==> src/rtl/mem_arb_pkg.sv <==
// Shared types for the memory port arbiter: FSM states, master IDs and the
// latched request record.
package mem_arb_pkg;

    typedef enum logic [1:0] {
        IDLE   = 2'd0,
        ACCESS = 2'd1,
        RESP   = 2'd2
    } arb_state_e;

    localparam logic MST_I = 1'b0;
    localparam logic MST_D = 1'b1;

    // Address field width of the request record; the top supports ADDR_W up to this.
    localparam int REQ_ADR_W = 32;

    typedef struct packed {
        logic                 we;
        logic                 half_w;
        logic                 signext;
        logic [REQ_ADR_W-1:0] adr;
        logic [31:0]          dat;
        logic                 id;
    } mem_req_t;

    // Fetches are always full-word reads.
    function automatic mem_req_t make_fetch_req(input logic [REQ_ADR_W-1:0] adr);
        mem_req_t r;
        r     = '0;
        r.adr = adr;
        r.id  = MST_I;
        return r;
    endfunction

endpackage

==> src/rtl/mem_arb_pick.sv <==
// Two-master pick logic: data wins ties until the streak counter reaches
// STREAK_MAX, which then forces a fetch grant.
module mem_arb_pick
    import mem_arb_pkg::*;
#(
    parameter int STREAK_MAX = 4
) (
    input  logic       clk,
    input  logic       rst_n,
    input  logic       i_stb_i,
    input  logic       d_stb_i,
    input  logic [1:0] excl_i,
    input  logic       take_i,
    output logic       gnt_vld_o,
    output logic       gnt_id_o
);

    localparam logic [3:0] STREAK_LIM = 4'(STREAK_MAX);

    logic [3:0] streak_q;
    logic [3:0] streak_d;
    logic       i_req;
    logic       d_req;

    always_comb begin
        i_req     = i_stb_i & ~excl_i[MST_I];
        d_req     = d_stb_i & ~excl_i[MST_D];
        gnt_vld_o = i_req | d_req;
        gnt_id_o  = MST_I;
        if (d_req && (!i_req || streak_q != STREAK_LIM)) begin
            gnt_id_o = MST_D;
        end

        // Streak only counts data grants that made a raised fetch request wait.
        streak_d = streak_q;
        if (take_i && gnt_vld_o) begin
            if (gnt_id_o == MST_I || !i_stb_i) begin
                streak_d = '0;
            end else if (streak_q != STREAK_LIM) begin
                streak_d = streak_q + 4'd1;
            end
        end
    end

    always_ff @(posedge clk) begin
        if (!rst_n) begin
            streak_q <= '0;
        end else begin
            streak_q <= streak_d;
        end
    end

endmodule

==> src/rtl/mem_port_arbiter.sv <==
// Shares one memory port between instruction fetch and load/store: latch a
// request, strobe memory for one cycle, then ack the winner with read data.
module mem_port_arbiter
    import mem_arb_pkg::*;
#(
    parameter int STREAK_MAX = 4,
    parameter int ADDR_W     = 32
) (
    input  logic              clk,
    input  logic              rst_n,
    input  logic              i_stb_i,
    input  logic [ADDR_W-1:0] i_adr_i,
    output logic [31:0]       i_dat_o,
    output logic              i_ack_o,
    input  logic              d_stb_i,
    input  logic              d_we_i,
    input  logic              d_half_w_i,
    input  logic              d_signext_i,
    input  logic [ADDR_W-1:0] d_adr_i,
    input  logic [31:0]       d_dat_i,
    output logic [31:0]       d_dat_o,
    output logic              d_ack_o,
    output logic              m_stb_o,
    output logic              m_we_o,
    output logic              m_half_w_o,
    output logic              m_signext_o,
    output logic [ADDR_W-1:0] m_adr_o,
    output logic [31:0]       m_dat_o,
    input  logic [31:0]       m_dat_i
);

    arb_state_e state_q;
    arb_state_e state_d;
    mem_req_t   req_q;
    mem_req_t   req_d;
    mem_req_t   sel_req;

    logic [REQ_ADR_W-1:0] i_adr_ext;
    logic [REQ_ADR_W-1:0] d_adr_ext;
    logic [1:0]           excl;
    logic                 take;
    logic                 gnt_vld;
    logic                 gnt_id;

    mem_arb_pick #(
        .STREAK_MAX (STREAK_MAX)
    ) u_pick (
        .clk       (clk),
        .rst_n     (rst_n),
        .i_stb_i   (i_stb_i),
        .d_stb_i   (d_stb_i),
        .excl_i    (excl),
        .take_i    (take),
        .gnt_vld_o (gnt_vld),
        .gnt_id_o  (gnt_id)
    );

    always_comb begin
        i_adr_ext             = '0;
        i_adr_ext[ADDR_W-1:0] = i_adr_i;
        d_adr_ext             = '0;
        d_adr_ext[ADDR_W-1:0] = d_adr_i;

        sel_req = make_fetch_req(i_adr_ext);
        if (gnt_id == MST_D) begin
            sel_req.we      = d_we_i;
            sel_req.half_w  = d_half_w_i;
            sel_req.signext = d_signext_i;
            sel_req.adr     = d_adr_ext;
            sel_req.dat     = d_dat_i;
            sel_req.id      = MST_D;
        end
    end

    always_comb begin
        state_d = state_q;
        req_d   = req_q;
        take    = 1'b0;
        excl    = '0;
        unique case (state_q)
            IDLE: begin
                take = 1'b1;
                if (gnt_vld) begin
                    req_d   = sel_req;
                    state_d = ACCESS;
                end
            end
            ACCESS: begin
                state_d = RESP;
            end
            RESP: begin
                // The master being acked still holds stb this cycle; keep it out.
                take           = 1'b1;
                excl[req_q.id] = 1'b1;
                if (gnt_vld) begin
                    req_d   = sel_req;
                    state_d = ACCESS;
                end else begin
                    state_d = IDLE;
                end
            end
            default: begin
                state_d = IDLE;
            end
        endcase
    end

    always_ff @(posedge clk) begin
        if (!rst_n) begin
            state_q <= IDLE;
            req_q   <= '0;
        end else begin
            state_q <= state_d;
            req_q   <= req_d;
        end
    end

    always_comb begin
        m_stb_o     = (state_q == ACCESS);
        m_we_o      = req_q.we;
        m_half_w_o  = req_q.half_w;
        m_signext_o = req_q.signext;
        m_adr_o     = req_q.adr[ADDR_W-1:0];
        m_dat_o     = req_q.dat;
        i_ack_o     = (state_q == RESP) && (req_q.id == MST_I);
        d_ack_o     = (state_q == RESP) && (req_q.id == MST_D);
        i_dat_o     = i_ack_o ? m_dat_i : '0;
        d_dat_o     = d_ack_o ? m_dat_i : '0;
    end

endmodule

==> config.mk <==
export PLATFORM = sky130hd
export DESIGN_NAME = mem_port_arbiter
export DESIGN_NICKNAME = d
export VERILOG_FILES = /design/src/rtl/mem_arb_pkg.sv /design/src/rtl/mem_arb_pick.sv /design/src/rtl/mem_port_arbiter.sv
export SDC_FILE = /design/constraint.sdc
export NUM_CORES = 1
export LEC_CHECK = 0
export ABC_AREA = 1
export BUFFER_PORTS_ARGS = -buffer_cell sky130_fd_sc_hd__buf_2
export CORE_ASPECT_RATIO = 1.5
export CORE_MARGIN = 8
export CORE_UTILIZATION = 40
export DETAILED_ROUTE_END_ITERATION = 8
export PLACE_DENSITY = 0.79
export SYNTH_ARGS = -nofsm -noshare
export SYNTH_HDL_FRONTEND = slang
export SYNTH_SLANG_ARGS = --single-unit
==> constraint.sdc <==
create_clock -name clk -period 1.9 [get_ports clk]
set_input_delay 0.57 -clock clk [delete_from_list [all_inputs] [get_ports clk]]
set_output_delay 0.57 -clock clk [all_outputs]
set_load 0.01 [all_outputs]
* After elaboration in Yosys (flattened, before gate mapping)
Cells that the tools add are included.
** Operators by class
- Add/subtract/negate cells :: 1
- $lt $le $gt $ge :: 2
- Equal/unequal tests :: 4
- Muxes and demuxes :: 13
- Bitwise gates (word level) :: 7
- Reductions and logical operators :: 14
** Operators with widths (count)
- $mux W68 :: 1
- $mux W32 :: 2
- $mux W4 :: 2
- $pmux W2 S3 :: 1
- $logic_and A1 B1 Y1 :: 5
- $add A4 B1 Y4 const B :: 1
- $mux W1 :: 4
- $mux W2 :: 2
- $ne A4 B3 Y1 const B :: 1
- $not A1 Y1 :: 4
- $reduce_and A2 Y1 :: 2
- $and A1 B1 Y1 :: 2
- $eq A2 B1 Y1 const B :: 1
- $eq A2 B2 Y1 const B :: 1
- $logic_not A1 Y1 :: 2
- $logic_not A2 Y1 :: 1
- $logic_or A1 B1 Y1 :: 2
- $lt A1 B2 Y1 const B :: 1
- $ne A2 B2 Y1 const B :: 1
- $reduce_bool A2 Y1 :: 1
- $reduce_or A2 Y1 :: 1
- $demux W1 S1 :: 1
- $ge A1 B1 Y1 const B :: 1
- $or A1 B1 Y1 :: 1
** Word-level totals
- Flip-flop bits (word level) :: 74
- Input port bits :: 135
- Output and inout bits :: 134
- Logic and storage cells :: 49

* Logic depth before layout (Yosys ltp)
- Depth after elaboration :: 15
- Gate-level depth with buffers :: 12
- Mapped depth without buffers :: 11

* Modules after synthesis
A second synthesis with hierarchy kept.
** Second synthesis, totals
- Cell total of the unflattened synthesis :: 804
- Area, all modules :: 4765.8 um^2
** By module, submodules not included
- mem_port_arbiter :: times used 1, cells each 751, area an instance 4438.0 um^2, seq. area each 1401.3 um^2
- mem_arb_pick :: times used 1, cells each 53, area an instance 327.8 um^2, seq. area each 80.1 um^2

* Least setup slack after synthesis
No wires, ideal clock.
- Path kind :: register to output
- Start :: register state_q[0]
- End :: output port i_dat_o[10]
- Arrival time :: 0.990 ns
- Data required time :: 1.330 ns
- Setup slack :: 0.340 ns
- Stages on the path, launching flop included :: 5
- Path through :: dfxtp_1 -> inv_2 -> nand3b_4 -> clkbuf_1 -> nor2_1
** Between the ends
- Word-level cells in the longest chain between the ends :: 3
** RTL lines
- start: declaration :: line mem_port_arbiter.sv:32 : arb_state_e state_q;
- start signal: assignment :: line mem_port_arbiter.sv:113 : state_q <= state_d;
- $eq A2 B2 Y1 :: line mem_port_arbiter.sv:125 : i_ack_o = (state_q == RESP) && (req_q.id == MST_I);
- $logic_and A1 B1 Y1 :: line mem_port_arbiter.sv:125
- $mux W32 :: line mem_port_arbiter.sv:127 : i_dat_o = i_ack_o ? m_dat_i : '0;
- end: declaration :: line mem_port_arbiter.sv:13 : output logic [31:0] i_dat_o,
No other way between the ends.

* Worst setup path after layout
- Start :: register req_q[0] (netlist bit)
- End :: output port i_dat_o[30]
** Between the ends
- Word-level cells in the longest chain between the ends :: 3
** RTL lines
- start: declaration :: line mem_port_arbiter.sv:34 : mem_req_t req_q;
- start signal: assignment :: line mem_port_arbiter.sv:114 : req_q <= req_d;
- $not A1 Y1 :: line mem_port_arbiter.sv:125
- $logic_and A1 B1 Y1 :: line mem_port_arbiter.sv:125
- $mux W32 :: line mem_port_arbiter.sv:127
No other way between the ends.

==> flow_summary.ini <==
[sta]
worst_pin_slew_ns = 0.594
slew_violations = 0
slew_headroom = 0.604
post-route-period-util = 1.04
hold_viol = 0
grt_setup_unrepaired = true
finalCriticalPeriod_ns = 1.99
finalSetupViolations = 6
finClkSkew_ns = 0.00998
setup_ws_ns = -0.0851
timing.hold.ws_ns = 0.455
max_freq_ghz = 0.504

[cts]
cts_max_level = 3
cts_buffer_depth = 2
cts_tree = built
path_clk_slew_ns = 0.05
insertion_delay_ns = 0.33
cts_sinks = 74
cts_hold_buffers = 0
cts_root_buf = clkbuf_16
cts_buffers = 9

[power_and_ir_drop]
power.density_nw_per_um2 = 759
power.total_mw = 4.47
ir_worst_vdd_uv = 441
p_leak_nw = 3.32

[synthesis]
synth-xor-area-share = 0.00423
synth_top_family_by_area = simple AND/OR/NAND/NOR gates
synth_fp_nets = 790
synth_cell_type_count = 23
synth_compound_area_frac = 0.0842
yosys.area_share.adder = 0.00604
netlist.area_leader.share = 0.357
synthMuxAreaShare = 0
syn_area_per_cell_sq_um = 6.35
synth-seq-cells = 74
synth_cells = 653
syn_area_sq_um = 4150
synth-simple-area-share = 0.314
seq_area_frac_synth = 0.357
synth_top_cell_by_area = dfxtp_1
ys_warn_count = 0
synth.area.top_cells = dfxtp_1, nor2_1, nand2_1

[route]
drtAntennaViolNets = 0
wl_per_cell_um = 14.1
drt_wl_total_mm = 13.7
viasPerCell = 4.51
drt-initial-drc-count = 149
vias = 4389
drcViolationCount = 0
first_pass_iters = 4

[place]
place.gp.congestion = 0.880
io_buffers = 268
dp.final_hpwl_mm = 9.77

[finish]
syn2layout_area_growth_pct = 42.0
drive_gt1_frac = 0.420
fillerInstances = 978
insertedDiodeCount = 0
fin_util = 0.581
nNetsFinal = 989

[die]
pin_count = 269
die_area_sq_um = 13900
die_y_um = 141
core-area_sq_um = 10100
die_w_um = 99.1
fp-row-count = 45
start_util = 0.409

[worst_setup_path]
crit_type = flop to output pin
r2r_setup_slack_ns = 0.18
start_kind = flop
worst-path-max-fanout = 8
cp-end-kind = output pin
worst_ep_arrival_time_ns = 1.42
cp.required_ns = 1.33
slowest_stage = dfxtp_2
path_cells = nand3b_4 -> clkbuf_16 -> nor2_1 -> buf_2
slowest_delay_ns = 0.35

[grt]
grt_pass1_vias = 3880
grt_max_degree = 66
grt_use_total = 0.172
grt_pass1_wl_mm = 19.6
gr-total-overflow = 0
antenna_found_initial = 0

[worst_hold_path]
hp-class = flop to flop

[job]
maxCapViolCount = 0

[outcome]
violations = negative setup slack
outcome = finished with violations
==> Yosys cell counts <==
cell type,instances
inv_1,72
nor3_1,1
nand2_1,146
xnor2_1,1
dfxtp_1,74
nand3_1,3
nor2_4,1
nand2_2,3
a21oi_2,1
buf_2,7
a21oi_1,36
clkbuf_1,14
xor2_1,1
buf_4,69
nor2_1,176
nand3b_4,1
nand3_4,1
buf_6,7
o21ai_0,12
ha_1,2
nand4_1,1
o21ai_1,20
inv_2,4
==> cell usage in the layout (no fill, tap or decap) <==
cell type / Yosys / final
o21ai_1: 20 / 20
inv_8: 0 / 1
xnor2_1: 1 / 1
nor2_4: 1 / 22
clkbuf_16: 0 / 12
buf_6: 7 / 21
nor3_1: 1 / 1
buf_4: 69 / 7
buf_2: 7 / 248
dfxtp_4: 0 / 2
bufinv_16: 0 / 1
inv_6: 0 / 4
a21oi_4: 0 / 1
a21oi_1: 36 / 36
dfxtp_1: 74 / 71
clkinvlp_4: 0 / 2
buf_16: 0 / 1
nand2_2: 3 / 3
dfxtp_2: 0 / 1
nor2_2: 0 / 24
inv_1: 72 / 72
nand3b_4: 1 / 1
xor2_1: 1 / 1
inv_2: 4 / 3
buf_12: 0 / 5
nand4_1: 1 / 1
nor2_1: 176 / 131
nand2_1: 146 / 146
o21ai_0: 12 / 12
nand3_1: 3 / 3
ha_1: 2 / 2
nand3_4: 1 / 1
==> flip-flops by register name, summed over array words and instances, names as in the netlist <==
signal / count
m_signext_o: 1
u_pick.streak_q: 4
state_q: 2
m_we_o: 1
m_adr_o: 32
m_half_w_o: 1
req_q: 1
m_dat_o: 32
==> routing by layer <==
layer / wire, um / vias up / track usage
li1: - / 2288 / -
met1: 5200 / 1912 / 0.184
met2: 7000 / 174 / 0.300
met3: 1280 / 15 / 0.0660
met4: 221 / 0 / 0.0600
met5: 0 / - / 0
==> stage by stage <==
stage	cells	setup slack (ns)	TNS (ns)	instance area [sq um]
CTS	968	-0.0157	-0.0282	5480
floorplan	653	0.340	0	4150
global route	974	-0.139	-2.26	5890
finish	974	-0.0851	-0.150	5890
global placement	950	0.216	0	5090
detailed placement	950	0.191	0	5090
==> repair_timing <==
action                                  4_1_cts  5_1_grt
gates resized for setup                      19       75
setup buffers                                 1        2
cloned                                        1        4
endpoints found under the setup margin       65       63
==> cells by family (layout without fill, tap and decap cells) <==
kind of cell | after synthesis | count (layout)
DFF | 74 | 74
adders and majority gates | 2 | 2
and+or+nand+nor | 333 | 333
AOI/OAI and AO/OA | 69 | 69
buffers and inverters | 173 | 377
xor gates and xnor gates | 2 | 2
==> where the power goes <==
group	total (mW)	leakage, nW	switching, mW	internal [mW]
clock	1.73	0.145	0.694	1.04
combinational	0.981	2.57	0.570	0.411
sequential	1.75	0.612	0.0696	1.68
total	4.47	3.32	1.33	3.13
==> path summary, 6_finish.rpt <==
check,endpoint,from,cells after the start
hold reg to reg,m_dat_o[31],m_dat_o[31],2
setup / recovery,i_dat_o[30],req_q[0],4
setup reg to reg,m_dat_o[24],req_q[0],7
hold / removal,m_dat_o[31],m_dat_o[31],2
==> cell type report <==
type                       instances  area, sq um  share of cell area
clock buffer                       9          225              0.0383
clock inverter                     7         82.6              0.0140
inverter                          76          290              0.0493
multi-input combinational        406         1920               0.326
sequential                        74         1490               0.253
tap                              117          146              0.0249
timing repair buffer             285         1730               0.294
==> worst max-delay path, delay by kind of cell (launching register included) <==
| family | cells | cell delay [ns] |
|---|---|---|
| buffers and inverters | 2 | 0.37 |
| flip-flops | 1 | 0.35 |
| AND/OR/NAND/NOR | 2 | 0.37 |
(Power assumes the default switching activity.)
